**src/rtl/qpsk_demodulator.sv**
```systemverilog
// ---------------------------------------------------------------------------
// qpsk_demodulator
//
// Purpose:
//   Recovers one I bit and one Q bit per symbol from the QPSK modulator's
//   offset-binary carrier samples. Each symbol (SPS samples, one carrier
//   period) is correlated against built-in cosine and sine tables, and the
//   sign of each correlation is the decided bit (zero decides as 1).
//
// Ports:
//   clk           sample clock, rising edge
//   rst_n         asynchronous active-low reset
//   QPSK_out      modulated sample, unsigned offset-binary (midscale 256)
//   sample_valid  QPSK_out is valid this cycle
//   sym_sync      QPSK_out is phase 0 of a symbol (qualified by sample_valid)
//   I_demodulate  recovered in-phase bit, held until the next decision
//   Q_demodulate  recovered quadrature bit, held until the next decision
//   bit_valid     one-cycle pulse when a new I/Q decision is presented
//   locked        high once symbol alignment has been established
//   sync_err      one-cycle pulse when sym_sync arrives mid-symbol
// ---------------------------------------------------------------------------
module qpsk_demodulator #(
  parameter int SAMPLE_W = 9,
  parameter int SPS      = 16,
  parameter int REF_W    = 8,
  parameter int ACC_W    = 22
) (
  input  logic                clk,
  input  logic                rst_n,
  input  logic [SAMPLE_W-1:0] QPSK_out,
  input  logic                sample_valid,
  input  logic                sym_sync,
  output logic                I_demodulate,
  output logic                Q_demodulate,
  output logic                bit_valid,
  output logic                locked,
  output logic                sync_err
);

  localparam int PH_W   = $clog2(SPS);
  localparam int PROD_W = SAMPLE_W + REF_W;
  localparam logic [PH_W-1:0] LAST_PH = PH_W'(SPS - 1);

  // Elaboration-time table generator. cos(x) by Taylor series in Q28 fixed
  // point over x in [-pi, pi]; sin(x) is taken as cos(x - pi/2). The result
  // is scaled by 2^(REF_W-1)-1 and rounded half away from zero.
  function automatic logic signed [REF_W-1:0] ref_val(input int k, input bit is_sin);
    longint pi_q;
    longint ang;
    longint x2;
    longint term;
    longint sum;
    longint amp;
    longint r;
    pi_q = 64'sd843314857;
    ang  = (2 * pi_q * longint'(k)) / longint'(SPS);
    if (is_sin) ang = ang - pi_q / 2;
    if (ang > pi_q)  ang = ang - 2 * pi_q;
    if (ang < -pi_q) ang = ang + 2 * pi_q;
    x2   = (ang * ang) >>> 28;
    term = longint'(1) <<< 28;
    sum  = term;
    for (int n = 1; n <= 20; n++) begin
      term = -((term * x2) >>> 28) / longint'((2 * n - 1) * (2 * n));
      sum  = sum + term;
    end
    amp = longint'((1 << (REF_W - 1)) - 1);
    if (sum >= 0) r = (amp * sum + (longint'(1) <<< 27)) >>> 28;
    else          r = -((amp * (-sum) + (longint'(1) <<< 27)) >>> 28);
    return r[REF_W-1:0];
  endfunction

  logic signed [REF_W-1:0] cos_tbl [SPS];
  logic signed [REF_W-1:0] sin_tbl [SPS];

  for (genvar gi = 0; gi < SPS; gi++) begin : g_tbl
    assign cos_tbl[gi] = ref_val(gi, 1'b0);
    assign sin_tbl[gi] = ref_val(gi, 1'b1);
  end

  typedef enum logic {ST_IDLE, ST_RUN} state_t;

  state_t                     state_q,    state_d;
  logic [PH_W-1:0]            phase_q,    phase_d;
  logic                       locked_q,   locked_d;
  logic                       sync_err_q, sync_err_d;
  // stage 1: products plus flags
  logic                       s1_valid_q, s1_valid_d;
  logic                       s1_first_q, s1_first_d;
  logic                       s1_last_q,  s1_last_d;
  logic signed [PROD_W-1:0]   p_i_q,      p_i_d;
  logic signed [PROD_W-1:0]   p_q_q,      p_q_d;
  // stage 2: accumulators
  logic signed [ACC_W-1:0]    acc_i_q,    acc_i_d;
  logic signed [ACC_W-1:0]    acc_q_q,    acc_q_d;
  logic                       s2_last_q,  s2_last_d;
  // decision and output registers
  logic                       dec_valid_q, dec_valid_d;
  logic                       dec_i_q,     dec_i_d;
  logic                       dec_q_q,     dec_q_d;
  logic                       out_i_q,     out_i_d;
  logic                       out_q_q,     out_q_d;
  logic                       out_bv_q,    out_bv_d;

  logic                       take;
  logic [PH_W-1:0]            cur_phase;
  logic signed [SAMPLE_W-1:0] s_c;

  // Subtracting midscale from offset-binary is just an MSB flip.
  assign s_c = {~QPSK_out[SAMPLE_W-1], QPSK_out[SAMPLE_W-2:0]};

  // Alignment control: decides whether this sample is processed and at
  // which phase. A mid-symbol sym_sync restarts at phase 0; the phase-0
  // load in stage 2 then overwrites whatever the aborted symbol had summed.
  always_comb begin
    state_d    = state_q;
    phase_d    = phase_q;
    locked_d   = locked_q;
    sync_err_d = 1'b0;
    take       = 1'b0;
    cur_phase  = phase_q;
    case (state_q)
      ST_IDLE: begin
        if (sample_valid && sym_sync) begin
          take      = 1'b1;
          cur_phase = '0;
          state_d   = ST_RUN;
          locked_d  = 1'b1;
        end
      end
      ST_RUN: begin
        if (sample_valid) begin
          take = 1'b1;
          if (sym_sync && (phase_q != '0)) begin
            cur_phase  = '0;
            sync_err_d = 1'b1;
          end
        end
      end
      default: state_d = ST_IDLE;
    endcase
    // SPS is a power of two, so the phase counter wraps on its own.
    if (take) phase_d = cur_phase + 1'b1;
  end

  // Stage 1: multiply by the reference at the current phase.
  always_comb begin
    s1_valid_d = take;
    s1_first_d = take && (cur_phase == '0);
    s1_last_d  = take && (cur_phase == LAST_PH);
    p_i_d      = p_i_q;
    p_q_d      = p_q_q;
    if (take) begin
      p_i_d = PROD_W'(s_c) * PROD_W'(cos_tbl[cur_phase]);
      p_q_d = PROD_W'(s_c) * PROD_W'(sin_tbl[cur_phase]);
    end
  end

  // Stage 2: phase-0 products load, later products add.
  always_comb begin
    acc_i_d   = acc_i_q;
    acc_q_d   = acc_q_q;
    s2_last_d = s1_valid_q && s1_last_q;
    if (s1_valid_q) begin
      if (s1_first_q) begin
        acc_i_d = ACC_W'(p_i_q);
        acc_q_d = ACC_W'(p_q_q);
      end else begin
        acc_i_d = acc_i_q + ACC_W'(p_i_q);
        acc_q_d = acc_q_q + ACC_W'(p_q_q);
      end
    end
  end

  // Sign decision, then a presentation register so the pulse lands three
  // edges after the edge that took the final sample.
  always_comb begin
    dec_valid_d = s2_last_q;
    dec_i_d     = dec_i_q;
    dec_q_d     = dec_q_q;
    if (s2_last_q) begin
      dec_i_d = ~acc_i_q[ACC_W-1];
      dec_q_d = ~acc_q_q[ACC_W-1];
    end
    out_bv_d = dec_valid_q;
    out_i_d  = dec_valid_q ? dec_i_q : out_i_q;
    out_q_d  = dec_valid_q ? dec_q_q : out_q_q;
  end

  always_ff @(posedge clk or negedge rst_n) begin
    if (!rst_n) begin
      state_q     <= ST_IDLE;
      phase_q     <= '0;
      locked_q    <= 1'b0;
      sync_err_q  <= 1'b0;
      s1_valid_q  <= 1'b0;
      s1_first_q  <= 1'b0;
      s1_last_q   <= 1'b0;
      p_i_q       <= '0;
      p_q_q       <= '0;
      acc_i_q     <= '0;
      acc_q_q     <= '0;
      s2_last_q   <= 1'b0;
      dec_valid_q <= 1'b0;
      dec_i_q     <= 1'b0;
      dec_q_q     <= 1'b0;
      out_i_q     <= 1'b0;
      out_q_q     <= 1'b0;
      out_bv_q    <= 1'b0;
    end else begin
      state_q     <= state_d;
      phase_q     <= phase_d;
      locked_q    <= locked_d;
      sync_err_q  <= sync_err_d;
      s1_valid_q  <= s1_valid_d;
      s1_first_q  <= s1_first_d;
      s1_last_q   <= s1_last_d;
      p_i_q       <= p_i_d;
      p_q_q       <= p_q_d;
      acc_i_q     <= acc_i_d;
      acc_q_q     <= acc_q_d;
      s2_last_q   <= s2_last_d;
      dec_valid_q <= dec_valid_d;
      dec_i_q     <= dec_i_d;
      dec_q_q     <= dec_q_d;
      out_i_q     <= out_i_d;
      out_q_q     <= out_q_d;
      out_bv_q    <= out_bv_d;
    end
  end

  assign I_demodulate = out_i_q;
  assign Q_demodulate = out_q_q;
  assign bit_valid    = out_bv_q;
  assign locked       = locked_q;
  assign sync_err     = sync_err_q;

endmodule
```
**config.mk**
```make
export PLATFORM = sky130hd
export DESIGN_NAME = qpsk_demodulator
export DESIGN_NICKNAME = d
export VERILOG_FILES = /design/src/rtl/qpsk_demodulator.sv
export SDC_FILE = /design/constraint.sdc
export NUM_CORES = 1
export LEC_CHECK = 0
export ABC_AREA = 1
export BUFFER_PORTS_ARGS = -buffer_cell sky130_fd_sc_hd__buf_2
export CORE_AREA = 2 2 177 136
export CTS_CLUSTER_DIAMETER = 50
export DETAILED_ROUTE_END_ITERATION = 6
export DIE_AREA = 0 0 179 138
export PLACE_DENSITY = 0.8
export REMOVE_ABC_BUFFERS = 1
export SLEW_MARGIN = 20
export SYNTH_ARGS = -nofsm -noshare
export SYNTH_HDL_FRONTEND = slang
export SYNTH_SLANG_ARGS = --single-unit
```
**constraint.sdc**
```tcl
create_clock -name clk -period 6.9 [get_ports clk]
set_clock_uncertainty 0.2 [all_clocks]
set_input_delay 1.725 -clock clk [delete_from_list [all_inputs] [get_ports clk]]
set_output_delay 1.725 -clock clk [all_outputs]
set_load 0.05 [all_outputs]
```
==> results of run 1 <==
-- through the flow --
stage                     cell area [µm²]  utilization  setup TNS (ns)
final                               13300        0.573               0
after global routing                13300        0.573               0
after CTS                           13300        0.572               0
after detailed placement            13000        0.558          -0.264
after global placement              13000        0.558        -0.00862
after floorplan                     12300            -               0
-- flip-flops by register name, summed over array words and instances, names as in the netlist, 4 cells and up --
name,cells
acc_i_q,22
acc_q_q,22
p_i_q,17
p_q_q,17
phase_q,4
-- layout by cell type, fill, tap and decap left out, drive strengths merged --
cell	n
nand2	418
inv	350
nor2	225
fa	122
ha	113
dfrtp	95
o21ai	89
a21oi	85
nand3	80
buf	41
xor2	29
o21bai	20
nand4	18
xnor2	16
clkbuf	10
nor3	9
a31oi	6
clkinv	6
o211ai	5
or2	4
nand3b	4
o21a	3
nand2b	2
mux2	2
bufinv	2
a211oi	1
nor4	1
a21o	1
and2	1
o2111ai	1
a21boi	1
-- kinds of logic after synthesis --
kind of cell / share of synthesized area
buffers and inverters: 0.120
multiplexers: 0.00180
XOR/XNOR: 0.0316
AO/OA/AOI/OAI: 0.0978
flip-flops: 0.190
AND/OR/NAND/NOR: 0.250
adder cells (fa/ha/maj): 0.309
-- Yosys cell counts, drive strengths merged --
cell and count:
a21oi 85, a31oi 6, mux2 2, xor2 29, or2 4, nand3b 4, o2111ai 1, nor4 1
nor2 225, o211ai 5, o21bai 20, nand2 418, nand2b 2, nand4 18, a21boi 1, nor3 9
a21o 1, clkinv 4, ha 113, fa 122, buf 14, and2 1, o21a 3, xnor2 16
nand3 80, dfrtp 95, a211oi 1, o21ai 89, clkbuf 23, inv 348
-- per-layer routing --
layer  vias up  track usage
met4         0       0.0522
li1       5367            -
met2       337        0.403
met3        31       0.0448
met5         -            0
met1      5213        0.376
-- how the worst max path moves through the flow --
stage | endpoint | slack, ns | depth (start not counted)
after global routing | p_i_q[14]$_DFFE_PN0P_ | 0.04 | 31
after floorplan | p_q_q[14]$_DFFE_PN0P_ | 0.38 | 25
after detailed placement | p_i_q[12]$_DFFE_PN0P_ | -0.08 | 25
after global placement | p_i_q[15]$_DFFE_PN0P_ | -0.009 | 25
final | p_q_q[14]$_DFFE_PN0P_ | 0.34 | 30
after CTS | p_i_q[14]$_DFFE_PN0P_ | 0.30 | 27
-- area by class of cell --
type                    count  area, µm²
fillers                  2156       9930
multi-input cells        1256       8630
flip-flops and latches     95       2380
inverters                 352       1330
well taps                 306        383
repair buffers             41        268
clock buffers              10        239
clock inverters             6       91.3
==> metrics.csv, run 1 <==
metric,value,unit
grt ovf,0,
relative slew slack,0.397,
Top Layer Used,met4,
FMAX,0.152,GHz
Port Buffers,17,
number of global-route vias before repair,10940,
DR WL/cell,14.4,µm
largest net degree at the start of global routing,63,
outcome,"complete, no violations",
worst skew pair latency,0.36,ns
"slowest stage cell, crit path",fa_1,
Non-Filler Instances,2066,
Yosys reg bits,95,
Bufs and invs on worst path,9,
Final #Nets,2003,
sequential area share after synthesis,0.190,
Remaining DRCs,0,
placed wire-length estimate,23.6,mm
PostCTS Resize Cnt,0,
site row count,49,
Avg Inst Size Synth,7.17,µm²
worst flop-to-flop path endpoint,p_q_q[14]$_DFFE_PN0P_,
wl on met1,14.0,mm
total CTS buffers,9,
crit path from,sym_sync,
crit share post-route,0.951,
cell count after synthesis,1740,
gr usage total,0.257,
pre-CTS WS,-0.0754,ns
metal2 WL,13.4,mm
antenna-violating nets left,0,
type of the most critical hold path,reg -> reg,
Die ar.,24700,µm²
die extent in x,179,µm
Worst Path Required,6.95,ns
diode count,0,
CP max FO,7,
nature of the critical path endpoint,flop,
"Setup violations, final",0,
DRT iter0 DRCs,802,
routed vias,10948,
Crit Path Class,in -> reg,
die height,138,µm
WP data arrival,6.61,ns
gpl congestion,0.945,
share of the synthesized area in the top cell type,0.196,
first-pass GRT wire length,51.9,mm
Post-CTS Setup Bufs,0,
vias per std cell,5.30,
worst-margin pin slew,0.903,ns
Final Hold Vio Count,0,
R2R cell count,28,
metal3 WL,2.02,mm
initial antenna violation count,0,
post-synthesis cell area,12500,µm²
Layout Area Growth over Synthesis,6.62,%
CTS tree,done,
"Reg clk slew, reported paths",0.07,ns
cell taking the most area after synthesis,fa_1,
R2R setup slack,1.33,ns
Slew Limit Fails,0,
I/O pin cnt,18,
iteration count of the initial detailed-routing pass,6,
RSZ-0062 raised after global routing,no,
"Largest stage delay, worst path",0.49,ns
Worst setup SP type,input port,
hold depth,0,
worst hold start,dec_valid_d$_DFF_PN0_,
max-cap violations,0,
CTS H-tree depth,3,
post-synth cell types,47,
setup ws final,0.341,ns
layout cells sized above 1,0.0591,
clk buf depth,2,
Area contributors post-synth,"fa_1 20%, dfrtp_1 19%, nand2_1 12%",
Yosys warnings,0,
Inst Count DP,2050,
cts hold-fix bufs,0,
worst r2r src,phase_q[0]$_DFFE_PN0P_,
core area,23200,µm²
Fin Hold WS,0.185,ns
drt total wl,29.8,mm
hold endpoint,dec_valid_q$_DFF_PN0_,
Initial Util,0.537,
Sink Count,95,
min cycle time layout,6.56,ns
Root Buffer,clkbuf_16,
"CP delay by family, top",adder cells,
Power of run 1 is not shown: default switching activity piles up to over one toggle a cycle in this logic, so the estimate is an artifact.
==> inputs of run 2 (changes only) <==
Settings changed: CORE_AREA 2 2 177 136 to 2 2 184 132, DIE_AREA 0 0 179 138 to 0 0 186 134.
==> run 2 against run 1 <==
  * Flip-flop and latch count is the same
  * Non-clock buffer count up 2
  * Via count shrank 0.30%
  * Register-to-register slack gained 0.05 ns
==> metrics.csv, run 2 (synthesis results as in run 1) <==
metric,value,unit
metal3 WL,2.10,mm
first-pass GRT wire length,52.3,mm
Worst Path Required,6.96,ns
Bufs and invs on worst path,9,
iteration count of the initial detailed-routing pass,6,
Layout Area Growth over Synthesis,6.65,%
CTS tree,done,
setup ws final,0.392,ns
nature of the critical path endpoint,flop,
total CTS buffers,9,
"slowest stage cell, crit path",fa_1,
metal2 WL,12.8,mm
Post-CTS Setup Bufs,0,
wl on met1,14.5,mm
gpl congestion,0.930,
grt ovf,0,
Inst Count DP,2064,
largest net degree at the start of global routing,61,
CTS H-tree depth,3,
site row count,47,
core area,23200,µm²
placed wire-length estimate,24.1,mm
Top Layer Used,met4,
I/O pin cnt,18,
gr usage total,0.260,
"Largest stage delay, worst path",0.49,ns
Sink Count,95,
Final Hold Vio Count,0,
Die ar.,24900,µm²
WP data arrival,6.56,ns
die extent in x,186,µm
setup TNS,0,ns
max-cap violations,0,
RSZ-0062 raised after global routing,no,
PostCTS Resize Cnt,0,
outcome,"complete, no violations",
Remaining DRCs,0,
Worst setup SP type,input port,
vias per std cell,5.25,
"commonest non-fill, non-tap cell in the layout",nand2_1,
min cycle time layout,6.51,ns
drt total wl,29.7,mm
routed vias,10915,
Non-Filler Instances,2080,
clk buf depth,2,
DR WL/cell,14.3,µm
Slew Limit Fails,0,
"commonest non-fill, non-tap cells in the layout","410 x nand2_1, 338 x inv_1, 217 x nor2_1",
"CP delay by family, top",adder cells,
Initial Util,0.537,
worst-margin pin slew,0.957,ns
Port Buffers,17,
cts hold-fix bufs,0,
pre-CTS WS,-0.0247,ns
Final #Nets,2005,
worst skew pair latency,0.37,ns
Root Buffer,clkbuf_16,
relative slew slack,0.361,
Crit Path Class,in -> reg,
"Setup violations, final",0,
die height,134,µm
initial antenna violation count,0,
CP max FO,8,
FMAX,0.154,GHz
layout cells sized above 1,0.0590,
DRT iter0 DRCs,859,
antenna-violating nets left,0,
crit share post-route,0.943,
number of global-route vias before repair,11195,
R2R setup slack,1.38,ns
type of the most critical hold path,reg -> reg,
"Reg clk slew, reported paths",0.08,ns
diode count,0,
Top Registers,"acc_i_q (22), acc_q_q (22)",
==> run 2: layer usage <==
metal / track usage / vias to the layer above
met1: 0.378 / 5188
met3: 0.0516 / 32
met4: 0.0595 / 0
met5: 0 / -
li1: - / 5374
met2: 0.401 / 321
==> run 2: metrics by stage <==
step / hold WS (ns) / util / cell area [µm²]
final: 0.174 / 0.573 / 13300
after global routing: 0.191 / 0.573 / 13300
after CTS: 0.176 / 0.573 / 13300
after detailed placement: 0.159 / 0.559 / 13000
after global placement: 0.162 / 0.559 / 13000
after floorplan: 0.154 / - / 12300
==> run 2: layout make-up <==
type | count | area, µm²
fillers | 2133 | 9920
multi-input cells | 1256 | 8620
flip-flops and latches | 95 | 2380
inverters | 352 | 1330
well taps | 318 | 398
repair buffers | 43 | 283
clock buffers | 9 | 225
clock inverters | 7 | 86.3
==> run 2: worst paths after layout <==
kind	from	endpoint	cells past startpoint
hold / removal	dec_valid_d$_DFF_PN0_	dec_valid_q$_DFF_PN0_	0
hold reg to reg	dec_valid_d$_DFF_PN0_	dec_valid_q$_DFF_PN0_	0
max in group asynchronous	rst_n	acc_i_q[13]$_DFFE_PN0P_	2
setup / recovery	sample_valid	p_i_q[14]$_DFFE_PN0P_	31
min in group asynchronous	rst_n	p_q_q[16]$_DFFE_PN0P_	1
setup reg to reg	phase_q[0]$_DFFE_PN0P_	p_i_q[14]$_DFFE_PN0P_	29
Power of run 2 is left out for the same reason.
